## src/rtl/f_pc_predictor_pkg.sv

```systemverilog
// Shared definitions for the fetch-stage next-PC predictor and its return-address stack.
package f_pc_predictor_pkg;

  localparam int NIBBLE = 4;

  localparam logic [NIBBLE-1:0] IJXX  = 4'h7;
  localparam logic [NIBBLE-1:0] ICALL = 4'h8;
  localparam logic [NIBBLE-1:0] IRET  = 4'h9;

  localparam int ENABLE  = 1;
  localparam int DISABLE = 0;

  localparam int JM_TAKEN = 0;
  localparam int JM_BTFN  = 1;

  // Where the next predicted PC comes from.
  typedef enum logic [1:0] {
    PRED_SEQ      = 2'd0,
    PRED_TARGET   = 2'd1,
    PRED_RAS      = 2'd2,
    PRED_REDIRECT = 2'd3
  } pred_src_e;

  // Single resolved stack operation per cycle.
  typedef enum logic [1:0] {
    RAS_HOLD  = 2'd0,
    RAS_PUSH  = 2'd1,
    RAS_POP   = 2'd2,
    RAS_FLUSH = 2'd3
  } ras_op_e;

endpackage

```

## src/rtl/f_ras.sv

```systemverilog
// Circular return-address stack: pushes overwrite the oldest entry when full,
// pops on an empty stack only raise the underflow pulse.
module f_ras
  import f_pc_predictor_pkg::*;
#(
  parameter int WIDTH     = 32,
  parameter int RAS_DEPTH = 4,
  localparam int PTR_W    = $clog2(RAS_DEPTH),
  localparam int CNT_W    = PTR_W + 1
) (
  input  logic             clk,
  input  logic             rst,
  input  logic             push,
  input  logic             pop,
  input  logic             flush,
  input  logic [WIDTH-1:0] push_data,
  output logic [WIDTH-1:0] top,
  output logic [CNT_W-1:0] count,
  output logic             overflow,
  output logic             underflow
);

  localparam logic [CNT_W-1:0] FULL_CNT = CNT_W'(RAS_DEPTH);
  localparam logic [PTR_W-1:0] PTR_ONE  = PTR_W'(1);
  localparam logic [CNT_W-1:0] CNT_ONE  = CNT_W'(1);

  logic [WIDTH-1:0] mem [RAS_DEPTH];
  logic [PTR_W-1:0] ptr;
  logic [CNT_W-1:0] cnt;
  logic             full;
  logic             empty;
  ras_op_e          op;

  assign full  = (cnt == FULL_CNT);
  assign empty = (cnt == '0);
  // ptr always names the next free slot, so the top lives one below it.
  assign top   = mem[ptr - PTR_ONE];
  assign count = cnt;

  always_comb begin
    op = RAS_HOLD;
    if (flush)
      op = RAS_FLUSH;
    else if (push)
      op = RAS_PUSH;
    else if (pop && !empty)
      op = RAS_POP;
  end

  // ---- stage p1: stack state and registered pulses ----
  always_ff @(posedge clk) begin
    if (rst) begin
      for (int i = 0; i < RAS_DEPTH; i++)
        mem[i] <= '0;
      ptr       <= '0;
      cnt       <= '0;
      overflow  <= 1'b0;
      underflow <= 1'b0;
    end else begin
      overflow  <= push && !flush && full;
      underflow <= pop && !flush && !push && empty;
      case (op)
        RAS_FLUSH: begin
          ptr <= '0;
          cnt <= '0;
        end
        RAS_PUSH: begin
          mem[ptr] <= push_data;
          ptr      <= ptr + PTR_ONE;
          if (!full)
            cnt <= cnt + CNT_ONE;
        end
        RAS_POP: begin
          ptr <= ptr - PTR_ONE;
          cnt <= cnt - CNT_ONE;
        end
        default: begin
        end
      endcase
    end
  end

endmodule

```

## src/rtl/f_pc_predictor.sv

```systemverilog
// Fetch-stage next-PC predictor: selects between sequential, jump/call target,
// RAS top and pipeline redirect, and registers the result for fetch.
module f_pc_predictor
  import f_pc_predictor_pkg::*;
#(
  parameter int               WIDTH             = 32,
  parameter int               RAS_DEPTH         = 4,
  parameter int               JMODE             = 0,
  parameter int               FLUSH_ON_REDIRECT = 1,
  parameter logic [WIDTH-1:0] RESET_PC          = '0,
  localparam int              CNT_W             = $clog2(RAS_DEPTH) + 1
) (
  input  logic              clk,
  input  logic              rst,
  input  logic              F_stall_i,
  input  logic [NIBBLE-1:0] f_icode_i,
  input  logic [NIBBLE-1:0] f_ifun_i,
  input  logic [WIDTH-1:0]  f_valC_i,
  input  logic [WIDTH-1:0]  f_valP_i,
  input  logic              redirect_i,
  input  logic [WIDTH-1:0]  redirect_pc_i,
  output logic [WIDTH-1:0]  F_predPC_o,
  output logic [CNT_W-1:0]  ras_count_o,
  output logic              ras_underflow_o,
  output logic              ras_overflow_o
);

  logic             push_p0;
  logic             pop_p0;
  logic             flush_p0;
  pred_src_e        src_p0;
  logic [WIDTH-1:0] pred_nxt_p0;
  logic [WIDTH-1:0] pred_pc_p1;
  logic [WIDTH-1:0] ras_top;
  logic [CNT_W-1:0] ras_count;

  // Unconditional jumps and the always-taken policy go to the target;
  // BTFN takes only backward (lower-address) conditional targets.
  function automatic logic jxx_taken(input logic [NIBBLE-1:0] ifun,
                                     input logic [WIDTH-1:0]  valc,
                                     input logic [WIDTH-1:0]  valp);
    if (ifun == '0 || JMODE == JM_TAKEN)
      return 1'b1;
    return (valc < valp);
  endfunction

  // ---- stage p0: decode fetched instruction, pick prediction source ----
  always_comb begin
    push_p0  = 1'b0;
    pop_p0   = 1'b0;
    flush_p0 = 1'b0;
    src_p0   = PRED_SEQ;
    if (redirect_i) begin
      src_p0   = PRED_REDIRECT;
      flush_p0 = (FLUSH_ON_REDIRECT != DISABLE);
    end else if (!F_stall_i) begin
      case (f_icode_i)
        ICALL: begin
          push_p0 = 1'b1;
          src_p0  = PRED_TARGET;
        end
        IRET: begin
          pop_p0 = 1'b1;
          src_p0 = (ras_count != '0) ? PRED_RAS : PRED_SEQ;
        end
        IJXX:
          src_p0 = jxx_taken(f_ifun_i, f_valC_i, f_valP_i) ? PRED_TARGET : PRED_SEQ;
        default:
          src_p0 = PRED_SEQ;
      endcase
    end
  end

  always_comb begin
    pred_nxt_p0 = f_valP_i;
    case (src_p0)
      PRED_TARGET:   pred_nxt_p0 = f_valC_i;
      PRED_RAS:      pred_nxt_p0 = ras_top;
      PRED_REDIRECT: pred_nxt_p0 = redirect_pc_i;
      default:       pred_nxt_p0 = f_valP_i;
    endcase
  end

  // ---- stage p1: predicted-PC register ----
  always_ff @(posedge clk) begin
    if (rst)
      pred_pc_p1 <= RESET_PC;
    else if (redirect_i || !F_stall_i)
      pred_pc_p1 <= pred_nxt_p0;
  end

  f_ras #(
    .WIDTH     (WIDTH),
    .RAS_DEPTH (RAS_DEPTH)
  ) u_ras (
    .clk       (clk),
    .rst       (rst),
    .push      (push_p0),
    .pop       (pop_p0),
    .flush     (flush_p0),
    .push_data (f_valP_i),
    .top       (ras_top),
    .count     (ras_count),
    .overflow  (ras_overflow_o),
    .underflow (ras_underflow_o)
  );

  assign F_predPC_o  = pred_pc_p1;
  assign ras_count_o = ras_count;

endmodule

```

## config.mk

```make
export PLATFORM = sky130hd
export DESIGN_NAME = f_pc_predictor
export DESIGN_NICKNAME = d
export VERILOG_FILES = /design/src/rtl/f_pc_predictor_pkg.sv /design/src/rtl/f_ras.sv /design/src/rtl/f_pc_predictor.sv
export SDC_FILE = /design/constraint.sdc
export NUM_CORES = 1
export LEC_CHECK = 0
export CORE_ASPECT_RATIO = 1.25
export CORE_MARGIN = 2
export CORE_UTILIZATION = 45
export DETAILED_ROUTE_END_ITERATION = 8
export GPL_TIMING_DRIVEN = 0
export PLACE_DENSITY = 0.7
export SLEW_MARGIN = 0
export SYNTH_ARGS = -nofsm -noshare
export SYNTH_HDL_FRONTEND = slang
export SYNTH_SLANG_ARGS = --single-unit
```

## constraint.sdc

```tcl
create_clock -name clk -period 4.7 [get_ports clk]
set_input_delay 0.47 -clock clk [delete_from_list [all_inputs] [get_ports clk]]
set_output_delay 0.47 -clock clk [all_outputs]
set_load 0.02 [all_outputs]
```

Word level (Yosys, flattened, before mapping)
Memory sizes are Yosys's and may differ from the RTL's.
Index checks and enable logic that the tools add are counted.
{ "word_totals": {"inputBits": 108, "ramBits": 128, "register_bits": 39, "output_inout_bits": 37, "memories": 1} }
{ "classes": {"reduce_logical": 16, "n_eq_ne": 11, "mux": 34, "magnitude_cmp": 1, "add_sub_neg": 4} }
{ "mem_list": {"columns": ["name", "depth", "width", "read_ports", "rd_clocked_by_memory_dff", "wr", "line", "rtl"], "rows": [
  ["u_ras.mem", 4, 32, 1, 0, 4, "f_ras.sv:27", "logic [WIDTH-1:0] mem [RAS_DEPTH];"]
]} }
{ "ops": {"columns": ["operator", "count"], "rows": [
  ["32-bit one-hot mux with 3 select lines", 1],
  ["32-bit < comparator", 1],
  ["32-bit two-way mux", 1],
  ["32-bit OR reduction", 1],
  ["1-bit two-way mux", 21],
  ["2-bit two-way mux", 7],
  ["2-bit one-hot mux with 3 select lines", 2],
  ["3-bit one-hot mux with 3 select lines", 1],
  ["2-bit == test, second input constant", 4],
  ["4-bit == test, second input constant", 2],
  ["1-bit logical AND", 6],
  ["3-bit nonzero test", 2],
  ["2-bit by 1-bit == test with 1-bit output, second input constant", 2],
  ["4-bit by 3-bit == test with 1-bit output, second input constant", 1],
  ["1-bit zero test", 4],
  ["3-bit by 1-bit adder with 3-bit output, second input constant", 1],
  ["3-bit == test, second input constant", 1],
  ["3-bit zero test", 1],
  ["3-bit two-way mux", 1],
  ["3-bit by 1-bit subtractor with 3-bit output, second input constant", 1],
  ["2-bit by 1-bit adder with 2-bit output, second input constant", 1],
  ["2-bit inequality test, second input constant", 1],
  ["2-bit AND reduction", 1],
  ["2-bit by 1-bit subtractor with 2-bit output, second input constant", 1],
  ["1-bit logical OR", 1]
]} }

Logic depth before layout (Yosys ltp)
{ "logic_depth": {"depth_word": 14, "mapped_depth": 11} }

Modules after synthesis
Synthesis repeated with hierarchy kept, for this count alone.
{ "unflattened": {"hier_cells": 650, "hier_area_um2": 8277.9} }
{ "by_module_without_submodules": {"columns": ["module", "instances", "area_each_um2", "cells_per_inst", "seq_area_each_um2"], "rows": [
  ["f_ras", 1, 5904.4, 369, 3983.8],
  ["f_pc_predictor", 1, 2373.5, 281, 640.6]
]} }

Worst setup path before layout
Ideal clock, no wire load.
{ "synth_timing": {"path_type": "input port to flip-flop", "start": "input F_stall_i", "end": "memory u_ras.mem[3][0] (enable)", "path_buffers": 3, "setup_ps": 390, "t_arrival_ps": 2188, "slack_ps": 2121, "required_time_ps": 4310, "stages": 5, "path_cell_list": "buf_2 > nor4b_4 > clkbuf_1 > buf_2 > a41o_1"} }
{ "synth_lines": {"columns": ["item", "line", "rtl"], "rows": [
  ["start, declared", "f_pc_predictor.sv:15", "input logic F_stall_i,"],
  ["end, declared", "f_ras.sv:27", null]
]} }

==> impl_metrics.prom <==
# TYPE chip_impl_metric gauge
chip_impl_metric{name="synth_largest_type_area_fraction",unit="%"} 45.6
chip_impl_metric{name="seq_power_share",unit="%"} 48.4
chip_impl_metric{name="mapped_cell_area",unit="um2"} 8440
chip_impl_metric{name="place_ws",unit="ns"} 1.17
chip_impl_metric{name="grt_max_degree",unit=""} 33
chip_impl_metric{name="power.clock.fraction",unit="%"} 40.6
chip_impl_info{name="timing.rr.start",value="u_ras.ptr[1]"} 1
chip_impl_metric{name="dpl.cell_count",unit=""} 1059
chip_impl_metric{name="leakage",unit="nW"} 3.84
chip_impl_info{name="crit_chain",value="clkdlybuf4s50_1 > clkbuf_1 > nor2_1 > nand3_1 > nor3_1 > or2_2"} 1
chip_impl_metric{name="drive_above_1_share",unit="%"} 9.67
chip_impl_metric{name="synth_area_per_cell",unit="um2"} 12.2
chip_impl_metric{name="final_cells",unit=""} 1090
chip_impl_metric{name="die-area",unit="um2"} 19900
chip_impl_metric{name="hold-path-cell-count",unit=""} 3
chip_impl_metric{name="power_report.internal_total",unit="mW"} 2.66
chip_impl_metric{name="global_route_usage_sum",unit="%"} 23.9
chip_impl_metric{name="grt_overflow",unit=""} 0
chip_impl_metric{name="final_core_utilization",unit="%"} 57.5
chip_impl_metric{name="synth_cell_type_count",unit=""} 46
chip_impl_metric{name="timing.slew.headroom",unit="%"} 36.5
chip_impl_metric{name="areaGrowthSynthToFinish",unit="%"} 26.6
chip_impl_metric{name="setup_viol_count_final",unit=""} 0
chip_impl_metric{name="gp_routability_congestion",unit=""} 0.791
chip_impl_info{name="tritoncts",value="built"} 1
chip_impl_metric{name="max_slew.worst_pin.slew",unit="ns"} 0.952
chip_impl_info{name="min_from",value="f_icode_i[0]"} 1
chip_impl_metric{name="netlist_instances",unit=""} 690
chip_impl_metric{name="sw_frac_of_total",unit="%"} 23.1
chip_impl_info{name="synth_top_area_cell",value="edfxtp_1"} 1
chip_impl_metric{name="timing.critical_path.required",unit="ns"} 4.75
chip_impl_metric{name="grt_pass1_vias",unit=""} 6424
chip_impl_metric{name="clock_tree.buffer_depth",unit=""} 2
chip_impl_metric{name="number_of_antenna_violations_at_the_first_check_in_global_routing",unit=""} 0
chip_impl_info{name="ctsRootBufferMaster",value="clkbuf_16"} 1
chip_impl_metric{name="power_per_cell_area",unit="nW/um2"} 324
chip_impl_metric{name="max-cap-violations",unit=""} 0
chip_impl_metric{name="worst_skew_pair.late_latency",unit="ns"} 0.43
chip_impl_metric{name="drc_violations",unit=""} 0
chip_impl_metric{name="cts-resized-gates",unit=""} 0
chip_impl_metric{name="ys_ff_latch",unit=""} 167
chip_impl_info{name="min_path_type",value="in2reg"} 1
chip_impl_metric{name="floorplan.initialDensity",unit="%"} 45.4
chip_impl_info{name="worst_setup_path_end_kind",value="flip-flop"} 1
chip_impl_info{name="rsz0062_at_grt",value="false"} 1
chip_impl_metric{name="first_pass_grt_wire_length",unit="um"} 35800
chip_impl_metric{name="floorplan.rows",unit=""} 56
chip_impl_metric{name="slowest_cell_delay_on_critical_path",unit="ns"} 0.86
chip_impl_metric{name="fp.dieH",unit="um"} 157
chip_impl_metric{name="detailed_place_hpwl",unit="um"} 15500
chip_impl_info{name="worst_reg2reg_path_endpoint",value="u_ras.mem[2][24]"} 1
chip_impl_metric{name="die_w",unit="um"} 126
chip_impl_info{name="yosys-top-cells-area",value="edfxtp_1, and2_1, dfxtp_1"} 1
chip_impl_metric{name="numClockSinks",unit=""} 167
chip_impl_metric{name="ctsHoldBuffers",unit=""} 0
chip_impl_metric{name="antenna_cells",unit=""} 0
chip_impl_metric{name="vias_per_cell",unit=""} 5.77
chip_impl_metric{name="min_period_over_period",unit="%"} 66.1
chip_impl_metric{name="setup_slack",unit="ns"} 1.59
chip_impl_metric{name="post-cts-setup-buffers",unit=""} 0
chip_impl_metric{name="min_period",unit="ns"} 3.11
chip_impl_info{name="synth_top_flop_cell",value="edfxtp_1"} 1
chip_impl_metric{name="max_clock_freq",unit="MHz"} 322
chip_impl_info{name="worstSetupStartpoint",value="rst"} 1
chip_impl_metric{name="timing.reg2reg.setup_slack",unit="ns"} 1.76
chip_impl_metric{name="drtAntennaViolNets",unit=""} 0
chip_impl_metric{name="switching_power",unit="mW"} 0.799
chip_impl_metric{name="path_max_fanout",unit=""} 32
chip_impl_metric{name="wirelength",unit="um"} 23600
chip_impl_metric{name="timing_hold_violations_final",unit=""} 0
chip_impl_info{name="setup.worst_path.class",value="in2reg"} 1
chip_impl_metric{name="crit_arrival",unit="ns"} 3.16
chip_impl_metric{name="ys_seq_area_share",unit="%"} 54.8
chip_impl_metric{name="dr.pass1.iters",unit=""} 5
chip_impl_metric{name="clock_pin_slew_of_the_registers_on_the_worst_case_setup_and_hold_paths",unit="ns"} 0.07
chip_impl_info{name="run_status",value="complete, no violations"} 1
chip_impl_metric{name="comb_power_share",unit="%"} 11.0
chip_impl_metric{name="slew_viol_final",unit=""} 0
chip_impl_metric{name="nets",unit=""} 955
chip_impl_metric{name="totalNegativeSetupSlack",unit="ns"} 0
chip_impl_info{name="cp-endpoint",value="u_ras.mem[0][6]"} 1
chip_impl_metric{name="ys_warn_count",unit=""} 0
chip_impl_metric{name="reg2regPathDepth",unit=""} 4
chip_impl_metric{name="htree_num_levels",unit=""} 4
chip_impl_info{name="worst_setup_path_start_kind",value="input pin"} 1
chip_impl_metric{name="detail_route.wl_per_cell",unit="um"} 21.6
chip_impl_info{name="critPathSlowestCell",value="or2_2"} 1
chip_impl_metric{name="place.port_buffers",unit=""} 137
chip_impl_metric{name="fin_skew",unit="ns"} 0.00917
chip_impl_info{name="yosys-top-cells-count",value="and2_1, edfxtp_1, clkbuf_1"} 1
chip_impl_metric{name="max-vdd-ir-drop",unit="mV"} 0.260
chip_impl_metric{name="vias",unit=""} 6285
chip_impl_metric{name="synth_edf_count",unit=""} 128
chip_impl_metric{name="mappedNetlistNets",unit=""} 799
chip_impl_metric{name="dr.first_iter.drc_count",unit=""} 591
chip_impl_metric{name="top_level_ports",unit=""} 145
chip_impl_metric{name="fp.coreArea",unit="um2"} 18600
chip_impl_metric{name="cts_buffers",unit=""} 17
chip_impl_metric{name="hold-worst-slack",unit="ns"} 0.338
chip_impl_metric{name="ys_async_sr_fraction",unit="%"} 0
==> state kept, by name (all words and copies together) (netlist names) <==
register         cells
F_predPC_o          32
u_ras.overflow       1
u_ras.count          3
u_ras.mem          128
u_ras.underflow      1
u_ras.ptr            2
==> placed cells by master (no fill, tap or decap), types with 2 or more instances in the layout <==
master	instances
a21oi_1	37
a22o_1	31
and2_1	128
and4b_1	31
buf_12	3
buf_2	6
bufinv_16	3
clkbuf_1	43
clkbuf_16	17
clkdlybuf4s50_1	137
clkinv_2	6
clkinvlp_4	2
dfxtp_1	39
edfxtp_1	128
inv_1	35
inv_6	2
mux2i_1	32
mux4_2	32
nand2_1	34
nor2_1	6
nor2b_1	2
nor3b_1	2
o21ai_0	39
o21ai_1	30
or2_2	4
xnor2_1	2
==> worst min path at each step <==
stage / end / slack [ns]
6_report: u_ras.underflow / 0.34
5_1_grt: u_ras.underflow / 0.34
4_1_cts: u_ras.underflow / 0.33
3_5_place_dp: u_ras.count[1] / 0.54
3_3_place_gp: u_ras.count[1] / 0.53
2_1_floorplan: u_ras.count[1] / 0.58
==> final cells by class <==
type / count / area, um2
plain buffers: 55 / 274
clock buffers: 17 / 425
clock inverters: 14 / 156
fillers: 1503 / 7890
inverters: 35 / 131
multi-input cells: 433 / 3410
flip-flops and latches: 167 / 4620
well taps: 232 / 290
repair buffers: 137 / 1370
==> worst max-delay path: cells and delay by family <==
kind | cells | cell delay [ns]
AND/OR/NAND/NOR | 4 | 1.90
buffers and inverters | 2 | 0.76
==> kinds of logic (layout without fill, tap and decap cells) <==
kind of cell	Yosys count	count (layout)	share of synthesized area, %
adders and majority gates	1	1	0.237
xor gates and xnor gates	2	2	0.208
muxes	64	64	12.3
buffers and inverters	90	258	4.81
DFF	167	167	54.8
and+or+nand+nor	221	221	17.2
AOI/OAI and AO/OA	145	145	10.4
==> stage by stage <==
stage | area, um2 | total power [mW]
floorplan | 8440 | 1.88
global placement | 10100 | 2.08
detailed placement | 10100 | 2.09
CTS | 10700 | 3.47
global route | 10700 | 3.56
finish | 10700 | 3.46
==> metal layers <==
layer | track usage [%] | share of wire (%) | vias up | wire length, um
met5 | 0 | 0 | - | 0
met4 | 8.58 | 2.1 | 0 | 486
met1 | 30.4 | 40 | 3151 | 9470
li1 | - | - | 2849 | -
met3 | 4.83 | 7.1 | 25 | 1680
met2 | 40.8 | 51 | 260 | 11900
==> power by group through the flow <==
stage          registers, mW  logic [mW]  clock network [mW]
2_1_floorplan           1.73       0.152                   0
3_3_place_gp            1.70       0.374                   0
3_5_place_dp            1.71       0.380                   0
4_1_cts                 1.68       0.382                1.41
5_1_grt                 1.68       0.409                1.47
6_report                1.68       0.382                1.40
No activity file was read; power rests on OpenSTA's default activity.
